`src/rtl/keypad4x4_scanner_pkg.sv`:
```
// ---------------------------------------------------------------------------
// keypad4x4_scanner_pkg
//   Shared definitions for the 4x4 keypad scanner: FSM state encoding, key
//   code constants, the row reset pattern and small helpers for the key map,
//   column decoding and row drive.
//   No ports (package).
// ---------------------------------------------------------------------------
package keypad4x4_scanner_pkg;

  typedef enum logic [1:0] {
    ST_SCAN     = 2'd0,
    ST_PRESS_DB = 2'd1,
    ST_HELD     = 2'd2,
    ST_REL_DB   = 2'd3
  } scan_state_t;

  localparam logic [3:0] KEY_STAR          = 4'hE;
  localparam logic [3:0] KEY_HASH          = 4'hF;
  localparam logic [3:0] KEY_MAX_DIGIT     = 4'h9;
  localparam logic [1:0] ROW_RESET_IDX     = 2'd0;
  localparam logic [3:0] ROW_RESET_PATTERN = 4'b1110;
  localparam logic [3:0] COL_IDLE          = 4'b1111;

  // Keypad legend: r0: 1 2 3 A | r1: 4 5 6 B | r2: 7 8 9 C | r3: * 0 # D
  function automatic logic [3:0] key_map(input logic [1:0] row, input logic [1:0] col);
    logic [3:0] code;
    case ({row, col})
      4'h0: code = 4'h1;
      4'h1: code = 4'h2;
      4'h2: code = 4'h3;
      4'h3: code = 4'hA;
      4'h4: code = 4'h4;
      4'h5: code = 4'h5;
      4'h6: code = 4'h6;
      4'h7: code = 4'hB;
      4'h8: code = 4'h7;
      4'h9: code = 4'h8;
      4'hA: code = 4'h9;
      4'hB: code = 4'hC;
      4'hC: code = KEY_STAR;
      4'hD: code = 4'h0;
      4'hE: code = KEY_HASH;
      default: code = 4'hD;
    endcase
    return code;
  endfunction

  // True when exactly one column is pulled low; zero or several lows is "no key".
  function automatic logic single_zero(input logic [3:0] cols);
    return (cols == 4'b1110) || (cols == 4'b1101) ||
           (cols == 4'b1011) || (cols == 4'b0111);
  endfunction

  // Index of the low column; only meaningful when single_zero() holds.
  function automatic logic [1:0] zero_index(input logic [3:0] cols);
    logic [1:0] idx;
    case (cols)
      4'b1101: idx = 2'd1;
      4'b1011: idx = 2'd2;
      4'b0111: idx = 2'd3;
      default: idx = 2'd0;
    endcase
    return idx;
  endfunction

  // Active-low one-cold row drive for a row index.
  function automatic logic [3:0] row_drive(input logic [1:0] idx);
    logic [3:0] drive;
    case (idx)
      2'd1:    drive = 4'b1101;
      2'd2:    drive = 4'b1011;
      2'd3:    drive = 4'b0111;
      default: drive = ROW_RESET_PATTERN;
    endcase
    return drive;
  endfunction

endpackage

```
`src/rtl/keypad4x4_scanner_if.sv`:
```
// ---------------------------------------------------------------------------
// keypad4x4_scanner_if
//   Key event bundle produced by the keypad scanner.
//   key_code   last accepted key code, held until next accept
//   key_valid  one-cycle strobe on key accept
//   key_down   high from accept until the release is debounced
//   bcd_entry  entered digits, [3:0] most recent
//   master: scanner side (drives), slave: consumer side (reads).
// ---------------------------------------------------------------------------
interface keypad4x4_scanner_if #(
  parameter int BCD_DIGITS = 3
);
  logic [3:0]              key_code;
  logic                    key_valid;
  logic                    key_down;
  logic [4*BCD_DIGITS-1:0] bcd_entry;

  modport master (output key_code, key_valid, key_down, bcd_entry);
  modport slave  (input  key_code, key_valid, key_down, bcd_entry);
endinterface

```
`src/rtl/keypad4x4_scanner_slot_tick_gen.sv`:
```
// ---------------------------------------------------------------------------
// slot_tick_gen
//   Free-running slot timer: tick is a one-cycle pulse every SCAN_TICKS+1
//   clocks, the first one SCAN_TICKS+1 clocks after reset.
//   clk_50MHz     in  system clock
//   reset_button  in  synchronous active-high reset
//   tick          out one-cycle pulse at the end of each slot
// ---------------------------------------------------------------------------
module slot_tick_gen #(
  parameter int SCAN_TICKS = 49_999
) (
  input  logic clk_50MHz,
  input  logic reset_button,
  output logic tick
);

  localparam int CW = (SCAN_TICKS < 1) ? 1 : $clog2(SCAN_TICKS + 1);

  logic [CW-1:0] count_reg;

  assign tick = (count_reg == CW'(SCAN_TICKS));

  always_ff @(posedge clk_50MHz) begin
    if (reset_button) begin
      count_reg <= '0;
    end else if (tick) begin
      count_reg <= '0;
    end else begin
      count_reg <= count_reg + CW'(1);
    end
  end

endmodule

```
`src/rtl/keypad4x4_scanner.sv`:
```
// ---------------------------------------------------------------------------
// keypad4x4_scanner
//   Scans a 4x4 matrix keypad (rows driven active-low, columns read back),
//   debounces press and release over DB_SLOTS row slots, emits one key code
//   strobe per press and folds digit keys into a BCD entry register.
//   clk_50MHz     in  system clock
//   reset_button  in  synchronous active-high reset
//   col_in[3:0]   in  keypad columns, active-low, asynchronous
//   row_out[3:0]  out row drive, active-low, exactly one bit low
//   kp            master side of keypad4x4_scanner_if (key_code, key_valid,
//                 key_down, bcd_entry)
// ---------------------------------------------------------------------------
module keypad4x4_scanner
  import keypad4x4_scanner_pkg::*;
#(
  parameter int SCAN_TICKS = 49_999,
  parameter int DB_SLOTS   = 20,
  parameter int BCD_DIGITS = 3
) (
  input  logic                       clk_50MHz,
  input  logic                       reset_button,
  input  logic [3:0]                 col_in,
  output logic [3:0]                 row_out,
  keypad4x4_scanner_if.master        kp
);

  localparam int DBW = $clog2(DB_SLOTS + 1);
  localparam int BW  = 4 * BCD_DIGITS;

  logic            tick;
  logic [3:0]      col_meta_reg;
  logic [3:0]      col_sync_reg;

  scan_state_t     state_reg,     state_next;
  logic [1:0]      row_idx_reg,   row_idx_next;
  logic [1:0]      col_idx_reg,   col_idx_next;
  logic [3:0]      col_pat_reg,   col_pat_next;
  logic [DBW-1:0]  db_cnt_reg,    db_cnt_next;
  logic [3:0]      key_code_reg,  key_code_next;
  logic            key_valid_reg, key_valid_next;
  logic            key_down_reg,  key_down_next;
  logic [BW-1:0]   bcd_reg;
  logic [BW-1:0]   bcd_shifted;
  logic            db_done;

  slot_tick_gen #(
    .SCAN_TICKS (SCAN_TICKS)
  ) u_tick (
    .clk_50MHz    (clk_50MHz),
    .reset_button (reset_button),
    .tick         (tick)
  );

  // Columns are asynchronous to clk; two flops before any decision.
  always_ff @(posedge clk_50MHz) begin
    if (reset_button) begin
      col_meta_reg <= COL_IDLE;
      col_sync_reg <= COL_IDLE;
    end else begin
      col_meta_reg <= col_in;
      col_sync_reg <= col_meta_reg;
    end
  end

  // The detecting sample counts as 1, so this tick's match is the DB_SLOTS-th.
  assign db_done = (db_cnt_reg >= DBW'(DB_SLOTS - 1));

  always_ff @(posedge clk_50MHz) begin
    if (reset_button) begin
      state_reg     <= ST_SCAN;
      row_idx_reg   <= ROW_RESET_IDX;
      col_idx_reg   <= 2'd0;
      col_pat_reg   <= COL_IDLE;
      db_cnt_reg    <= '0;
      key_code_reg  <= 4'h0;
      key_valid_reg <= 1'b0;
      key_down_reg  <= 1'b0;
    end else begin
      state_reg     <= state_next;
      row_idx_reg   <= row_idx_next;
      col_idx_reg   <= col_idx_next;
      col_pat_reg   <= col_pat_next;
      db_cnt_reg    <= db_cnt_next;
      key_code_reg  <= key_code_next;
      key_valid_reg <= key_valid_next;
      key_down_reg  <= key_down_next;
    end
  end

  // Everything happens on tick cycles only, i.e. after a full slot of settle
  // time on the currently driven row.
  always_comb begin
    state_next     = state_reg;
    row_idx_next   = row_idx_reg;
    col_idx_next   = col_idx_reg;
    col_pat_next   = col_pat_reg;
    db_cnt_next    = db_cnt_reg;
    key_code_next  = key_code_reg;
    key_valid_next = 1'b0;
    key_down_next  = key_down_reg;

    if (tick) begin
      case (state_reg)
        ST_SCAN: begin
          if (single_zero(col_sync_reg)) begin
            col_pat_next = col_sync_reg;
            col_idx_next = zero_index(col_sync_reg);
            db_cnt_next  = DBW'(1);
            state_next   = ST_PRESS_DB;
          end else begin
            row_idx_next = row_idx_reg + 2'd1;
          end
        end

        ST_PRESS_DB: begin
          if (col_sync_reg == col_pat_reg) begin
            if (db_done) begin
              state_next     = ST_HELD;
              key_code_next  = key_map(row_idx_reg, col_idx_reg);
              key_valid_next = 1'b1;
              key_down_next  = 1'b1;
            end else begin
              db_cnt_next = db_cnt_reg + DBW'(1);
            end
          end else begin
            state_next   = ST_SCAN;
            row_idx_next = row_idx_reg + 2'd1;
          end
        end

        // Only the latched column matters while held; other keys are ignored.
        ST_HELD: begin
          if (col_sync_reg[col_idx_reg]) begin
            state_next  = ST_REL_DB;
            db_cnt_next = DBW'(1);
          end
        end

        ST_REL_DB: begin
          if (col_sync_reg[col_idx_reg]) begin
            if (db_done) begin
              state_next    = ST_SCAN;
              key_down_next = 1'b0;
              row_idx_next  = row_idx_reg + 2'd1;
            end else begin
              db_cnt_next = db_cnt_reg + DBW'(1);
            end
          end else begin
            // Release bounce: back to held without a new strobe.
            state_next = ST_HELD;
          end
        end

        default: state_next = ST_SCAN;
      endcase
    end
  end

  // Digit entry: new digit enters at [3:0], the oldest falls off the top.
  assign bcd_shifted[3:0] = key_code_reg;

  genvar gi;
  generate
    for (gi = 1; gi < BCD_DIGITS; gi++) begin : g_shift
      assign bcd_shifted[4*gi +: 4] = bcd_reg[4*(gi-1) +: 4];
    end
  endgenerate

  // Updated on the strobe cycle from the already-registered code, so the new
  // entry is visible one clock after key_valid.
  always_ff @(posedge clk_50MHz) begin
    if (reset_button) begin
      bcd_reg <= '0;
    end else if (key_valid_reg) begin
      if (key_code_reg <= KEY_MAX_DIGIT) begin
        bcd_reg <= bcd_shifted;
      end else if (key_code_reg == KEY_STAR) begin
        bcd_reg <= '0;
      end
    end
  end

  assign row_out      = row_drive(row_idx_reg);
  assign kp.key_code  = key_code_reg;
  assign kp.key_valid = key_valid_reg;
  assign kp.key_down  = key_down_reg;
  assign kp.bcd_entry = bcd_reg;

endmodule

```
`src/flat_wrapper.sv`:
```
// flat-port wrapper written by rule: the top's interface ports become plain ports
module keypad4x4_scanner_flat import keypad4x4_scanner_pkg::*;
#(
  parameter int SCAN_TICKS = 49_999,
  parameter int DB_SLOTS   = 20,
  parameter int BCD_DIGITS = 3
)
  (clk_50MHz, reset_button, col_in, row_out, kp_key_code, kp_key_valid, kp_key_down, kp_bcd_entry);
  keypad4x4_scanner_if #(.BCD_DIGITS(BCD_DIGITS)) kp_i ();
  input  logic clk_50MHz;
  input  logic reset_button;
  input  logic [3:0] col_in;
  output logic [3:0] row_out;
  output wire logic [$bits(kp_i.key_code)-1:0] kp_key_code;
  output wire logic [$bits(kp_i.key_valid)-1:0] kp_key_valid;
  output wire logic [$bits(kp_i.key_down)-1:0] kp_key_down;
  output wire logic [$bits(kp_i.bcd_entry)-1:0] kp_bcd_entry;
  assign kp_key_code = kp_i.key_code;
  assign kp_key_valid = kp_i.key_valid;
  assign kp_key_down = kp_i.key_down;
  assign kp_bcd_entry = kp_i.bcd_entry;
  keypad4x4_scanner #(.SCAN_TICKS(SCAN_TICKS), .DB_SLOTS(DB_SLOTS), .BCD_DIGITS(BCD_DIGITS)) u_core (.clk_50MHz(clk_50MHz), .reset_button(reset_button), .col_in(col_in), .row_out(row_out), .kp(kp_i));
endmodule
```
`config.mk`:
```
export PLATFORM = sky130hd
export DESIGN_NAME = keypad4x4_scanner_flat
export DESIGN_NICKNAME = d
export VERILOG_FILES = /design/src/rtl/keypad4x4_scanner_pkg.sv /design/src/rtl/keypad4x4_scanner_if.sv /design/src/rtl/keypad4x4_scanner_slot_tick_gen.sv /design/src/rtl/keypad4x4_scanner.sv /design/src/flat_wrapper.sv
export SDC_FILE = /design/constraint.sdc
export NUM_CORES = 1
export LEC_CHECK = 0
export CAP_MARGIN = 20
export CELL_PAD_IN_SITES_DETAIL_PLACEMENT = 2
export CELL_PAD_IN_SITES_GLOBAL_PLACEMENT = 2
export CORE_ASPECT_RATIO = 1.1
export CORE_MARGIN = 10
export CORE_UTILIZATION = 35
export CTS_CLUSTER_SIZE = 28
export DETAILED_ROUTE_END_ITERATION = 16
export PLACE_DENSITY_LB_ADDON = 0.1
export SYNTH_ARGS = -nofsm -noshare
export SYNTH_HDL_FRONTEND = slang
export SYNTH_SLANG_ARGS = --single-unit
```
`constraint.sdc`:
```
create_clock -name clk_50MHz -period 2.8 [get_ports clk_50MHz]
set_input_delay 0.56 -clock clk_50MHz [delete_from_list [all_inputs] [get_ports clk_50MHz]]
set_output_delay 0.56 -clock clk_50MHz [all_outputs]
set_load 0.01 [all_outputs]
```
==> results of run 1 <==
area by class of cell:
type	count	area, sq um
Clock buffer	9	124
Fill cell	842	4220
Inverter	17	63.8
Multi-Input combinational cell	222	1470
Sequential cell	57	1140
Clock inverter	7	101
Tap cell	105	131
Timing Repair Buffer	32	308
critical path, delay by kind of cell, from the launching register on:
| kind | cells | cell delay [ns] |
|---|---|---|
| and+or+nand+nor | 3 | 1.27 |
| AOI/OAI and AO/OA | 2 | 0.71 |
| DFF | 1 | 0.36 |
kinds of logic (layout without fill, tap and decap cells):
family                     Yosys count  in the layout
and+or+nand+nor                    132            132
DFF                                 57             57
AOI/OAI and AO/OA                   55             55
buffers and inverters               33             65
xor gates and xnor gates            21             21
adders and majority gates           11             11
muxes                                3              3
final timing paths:
path                                          startpoint                                end  cells past startpoint
setup / recovery  u_core.u_tick.count_reg[10]$_SDFF_PP0_  u_core.db_cnt_reg[3]$_SDFFE_PP0P_                      5
hold / removal         u_core.col_meta_reg[3]$_SDFF_PP1_  u_core.col_sync_reg[3]$_SDFF_PP1_                      1
setup reg to reg  u_core.u_tick.count_reg[10]$_SDFF_PP0_  u_core.db_cnt_reg[3]$_SDFFE_PP0P_                      5
hold reg to reg        u_core.col_meta_reg[3]$_SDFF_PP1_  u_core.col_sync_reg[3]$_SDFF_PP1_                      1
power groups by stage:
| stage | Clock (mW) | Sequential [mW] | Combinational, mW |
|---|---|---|---|
| after floorplan | 0 | 0.845 | 0.0479 |
| after global placement | 0 | 0.851 | 0.0639 |
| after detailed placement | 0 | 0.851 | 0.0651 |
| after CTS | 0.908 | 0.832 | 0.0664 |
| after global routing | 0.945 | 0.834 | 0.0724 |
| final | 0.884 | 0.832 | 0.0647 |
routing by layer:
| layer | share of wire (%) | routed length [microns] | global-route usage [%] |
|---|---|---|---|
| met1 | 44 | 3200 | 14.0 |
| met2 | 50 | 3660 | 22.5 |
| met3 | 3.6 | 264 | 3.75 |
| met4 | 1.8 | 127 | 5.57 |
| met5 | 0 | 0 | 0 |
cells in the final DEF, fill, tap and decap left out, types with 5 or more instances in the layout:
master	n
dfxtp_1	57
nor2_1	43
clkdlybuf4s50_1	27
nand2_1	22
inv_1	17
nand3_1	15
xor2_1	11
ha_1	11
xnor2_1	10
a22oi_1	10
or2_2	9
o21ai_0	9
a21oi_1	9
clkbuf_8	9
nor3_1	7
a211oi_1	6
nor4_1	5
buf_4	5
through the flow:
step	total power [mW]	cells	hold slack (ns)	cell area [sq um]
finish	1.78	449	0.420	3340
global route	1.85	449	0.436	3340
floorplan	0.892	312	0.389	2750
global placement	0.914	433	0.401	3120
CTS	1.81	449	0.425	3340
detailed placement	0.916	433	0.401	3120
==> impl_metrics.csv, run 1 <==
group,metric,value,unit
finish,largest_register_ffs,16,
place,place.gp.congestion,0.728,
worst_setup_path,cp-start-kind,"flip-flop",
sta,tightest_slew,0.667,ns
worst_setup_path,cp-end-kind,"flip-flop",
clocking,path_clk_slew,0.08,ns
worst_setup_path,crit_top_cell,"or4_4",
synth,yosysMostFrequentCell,"dfxtp_1",
sta,slew_headroom,55.1,%
synth,synth_simple_gate_area_share,24.8,%
finish,area_growth,21.5,%
power_and_ir_drop,p_sw_share,23.8,%
power_and_ir_drop,p_switching,424,uW
power_and_ir_drop,internal_power,1.36,mW
power_and_ir_drop,irDropWorstVdd,0.000209,V
route,drc_errors,0,
route,vias,2328,
grt,grt_max_degree,30,
clocking,cts_tree,"done",
grt,grt_antenna_before_repair,0,
synth,synthAdderAreaFrac,5.00,%
power_and_ir_drop,p_comb_share,3.6,%
floorplanning,num_rows,33,
grt,grtUsageTotal,12.8,%
sta,period_needed,2.47,ns
min_path,worstHoldPathType,"flip-flop to flip-flop",
finish,drive_gt1_share,10.8,%
finish,antenna_cells,0,
worst_setup_path,reg2reg_slack,0.33,ns
sta,hold_viol,0,
synth,ys_types,48,
clocking,post-cts-setup-buffer-count,0,
synth,synth_enable_flop_cells,0,
sta,fin_skew,0.00810,ns
finish,fin_util,44.2,%
route,routed_via_density,5.18,
grt,grt_pass1_wl,12600,microns
worst_setup_path,cpPeakStageDelay,0.62,ns
power_and_ir_drop,p_clk_share,49.6,%
route,drt_iter0_drc,49,
synth,synth-seq-cells,57,
clocking,clock_path_buffers,2,
floorplanning,die_w,105,microns
worst_setup_path,crit_type,"flip-flop to flip-flop",
clocking,cts-resized-gates,0,
synth,synth_top_area_share,41.5,%
finish,nNetsFinal,356,
synth,synth_cells,312,
sta,report.final.slew_viol_count,0,
synth,synth_flop_cell,"dfxtp_1",
synth,synth_compound_gate_area_share,15.0,%
synth,yosys.area.top_type,"dfxtp_1",
floorplanning,core,0.00756,sq mm
place,dp_hpwl,5210,microns
synth,synth_nets,329,
synth,avgSynthCellArea,8.81,sq um
floorplanning,design.portCount,28,
clocking,h-tree-depth,3,
floorplanning,start_util,36.4,%
clocking,ctsHoldBuffers,0,
worst_setup_path,crit_required,3.03,ns
clocking,clock_latency,0.35,ns
power_and_ir_drop,power_frac_seq,46.7,%
sta,grt_setup_unrepaired,"false",
sta,period_share,88.2,%
sta,fmax,405,MHz
place,port_buffers,27,
sta,setup_viol,0,
synth,yosys-mux-area-fraction,2.00,%
floorplanning,dieArea,0.0118,sq mm
floorplanning,die-height,113,microns
worst_setup_path,crit_path_cell_trace,"or4_4, or4_4, a2111oi_4, nand2_1, o41ai_1",
route,first_pass_iters,4,
flow_run,drv_cap,0,
sta,fin_setup_tns,0,ns
synth,yosys-top-cells-area,"dfxtp_1 (41%), nor2_1 (5.9%), ha_1 (5.0%)",
sta,fin_ws,0.331,ns
route,drt_wl_total,7260,microns
grt,globalRoute.totalOverflow,0,
worst_setup_path,critPathMaxFanout,6,
synth,synth_xor_area_share,6.69,%
synth,netlist_area,0.00275,sq mm
clocking,root_buffer,"clkbuf_8",
synth,yosys-top-cells-count,"dfxtp_1 (57), nor2_1 (43), nand2_1 (22)",
synth,async_flop_share,0,%
route,drtAntennaViolNets,0,
place,dp_slack,0.360,ns
worst_setup_path,critPathArrivalTime,2.70,ns
route,wl_per_cell,16.2,microns
power_and_ir_drop,leakage,1.20,nW
clocking,cts_buffers,9,
power_and_ir_drop,power_density,533,mW/mm^2
synth,ys_seq_area_share,41.5,%
clocking,clock_sinks,57,
grt,grt_pass1_vias,2523,
synth,synth_top_family_by_area,"simple AND/OR/NAND/NOR gates",
outcome,outcome,"finished clean",
synth,yosysWarnings,0,
worst_setup_path,critPathSlowestCell,"or4_4",
No activity file was read; power rests on OpenSTA's default activity.
==> inputs of run 2 (changes only) <==
--- a/config.mk
+++ b/config.mk
@@ -10,7 +10,7 @@
 export CELL_PAD_IN_SITES_GLOBAL_PLACEMENT = 2
 export CORE_ASPECT_RATIO = 1.1
 export CORE_MARGIN = 10
-export CORE_UTILIZATION = 35
+export CORE_UTILIZATION = 37
 export CTS_CLUSTER_SIZE = 28
 export DETAILED_ROUTE_END_ITERATION = 16
 export PLACE_DENSITY_LB_ADDON = 0.1
==> constraint.sdc (replaced) <==
create_clock -name clk_50MHz -period 2.86 [get_ports clk_50MHz]
set_input_delay 0.572 -clock clk_50MHz [delete_from_list [all_inputs] [get_ports clk_50MHz]]
set_output_delay 0.572 -clock clk_50MHz [all_outputs]
set_load 0.01 [all_outputs]
==> impl_metrics.csv, run 2 (synthesis results as in run 1) <==
group,metric,value,unit
worst_setup_path,critPathMaxFanout,8,
floorplanning,start_util,38.6,%
power_and_ir_drop,irDropWorstVdd,0.000373,V
sta,hold_viol,0,
sta,fin_skew,0.00930,ns
floorplanning,design.portCount,28,
route,drtAntennaViolNets,0,
route,drt_wl_total,7350,microns
grt,use_met1,15.4,%
grt,grt_max_degree,33,
clocking,cts_buffers,9,
finish,final_cell_mix,"dfxtp_1 (57), nor2_1 (43), clkdlybuf4s50_1 (27)",
sta,period_share,86.1,%
min_path,worstHoldPathType,"flip-flop to flip-flop",
clocking,root_buffer,"clkbuf_8",
worst_setup_path,crit_top_cell,"or4_4",
sta,fin_setup_tns,0,ns
finish,largest_register_ffs,16,
sta,grt_setup_unrepaired,"false",
worst_setup_path,cpPeakStageDelay,0.62,ns
worst_setup_path,timing.critical_path.buf_inv,0,
floorplanning,dieArea,0.0113,sq mm
place,place.gp.congestion,0.771,
worst_setup_path,crit_path_cell_trace,"or4_4, or4_4, nor4_4, o2111a_1, nor3_1",
worst_setup_path,critPathSlowestCell,"or4_4",
clocking,cts_tree,"done",
clocking,post-cts-setup-buffer-count,0,
grt,grt.busiest_layer,"met2",
floorplanning,core,0.00713,sq mm
clocking,ctsHoldBuffers,0,
grt,grtUsageTotal,13.5,%
power_and_ir_drop,leakage,1.18,nW
clocking,clock_sinks,57,
finish,nNetsFinal,356,
worst_setup_path,critPathTopFamily,"simple AND/OR/NAND/NOR gates",
clocking,path_clk_slew,0.07,ns
worst_setup_path,crit_required,3.06,ns
route,drt_iter0_drc,69,
floorplanning,die-height,110,microns
place,port_buffers,27,
clocking,clock_latency,0.33,ns
sta,tightest_slew,0.542,ns
worst_setup_path,cp-start-kind,"flip-flop",
sta,setup_viol,0,
floorplanning,num_rows,32,
finish,instances_no_fill,429,
grt,grt_use_met2,24.2,%
clocking,clock_path_buffers,2,
worst_setup_path,crit_type,"flip-flop to flip-flop",
power_and_ir_drop,power_density,476,mW/mm^2
route,routed_via_density,5.51,
sta,report.final.slew_viol_count,0,
clocking,cts-resized-gates,0,
grt,globalRoute.totalOverflow,0,
grt,grt_antenna_before_repair,0,
grt,grt_pass1_wl,12600,microns
grt,met3_usage,2.43,%
worst_setup_path,cp-end-kind,"flip-flop",
finish,area_growth,18.8,%
flow_run,drv_cap,0,
route,wl_per_cell,17.1,microns
sta,period_needed,2.46,ns
place,dp_cells,413,
route,drc_errors,0,
outcome,outcome,"finished clean",
power_and_ir_drop,power,1.56,mW
clocking,h-tree-depth,3,
place,dp_hpwl,5230,microns
floorplanning,die_w,102,microns
sta,slew_headroom,63.5,%
worst_setup_path,critPathArrivalTime,2.66,ns
finish,fin_util,45.9,%
route,vias,2362,
route,first_pass_iters,4,
finish,antenna_cells,0,
finish,drive_gt1_share,10.8,%
grt,grt_pass1_vias,2558,
sta,fmax,406,MHz
finish,final_common_cell,"dfxtp_1",
[run 2: power breakdown]
part | total, mW | internal (mW) | switching (mW)
registers | 0.815 | 0.803 | 0.0112
clock network | 0.679 | 0.321 | 0.358
logic | 0.0634 | 0.0277 | 0.0358
total | 1.56 | 1.15 | 0.405
[run 2: path summary, 6_finish.rpt]
check                                              start                                 end  slack [ns]  cells past startpoint
hold reg to reg        u_core.col_meta_reg[3]$_SDFF_PP1_   u_core.col_sync_reg[3]$_SDFF_PP1_        0.42                      1
setup reg to reg  u_core.u_tick.count_reg[10]$_SDFF_PP0_  u_core.kp.key_code[0]$_SDFFE_PP0P_        0.40                      5
setup / recovery  u_core.u_tick.count_reg[10]$_SDFF_PP0_  u_core.kp.key_code[0]$_SDFFE_PP0P_        0.40                      5
hold / removal         u_core.col_meta_reg[3]$_SDFF_PP1_   u_core.col_sync_reg[3]$_SDFF_PP1_        0.42                      1
[run 2: layer usage]
metal  wire length [microns]  part of all wire (%)
met5                       0                     0
met4                      75                   1.0
met3                     196                   2.7
met2                    3900                    53
met1                    3180                    43
[run 2: final cells by class]
class	count	area [sq um]
Tap cell	85	106
Clock inverter	7	53.8
Sequential cell	57	1140
Multi-Input combinational cell	222	1470
Clock buffer	9	124
Inverter	17	63.8
Fill cell	812	3860
Timing Repair Buffer	32	308
[run 2: worst reg2reg max path, cell delays in order, from the launching register on]
cell and delay [ns]:
dfxtp_1 0.36, or4_4 0.55, or4_4 0.62, nor4_4 0.49, o2111a_1 0.26, nor3_1 0.05
[run 2: per-stage QoR]
stage / setup slack (ns) / hold slack [ns] / area, sq um
4_1_cts: 0.389 / 0.426 / 3270
3_3_place_gp: 0.491 / 0.394 / 3090
6_report: 0.398 / 0.420 / 3270
3_5_place_dp: 0.407 / 0.401 / 3090
2_1_floorplan: 0.524 / 0.389 / 2750
5_1_grt: 0.196 / 0.436 / 3270
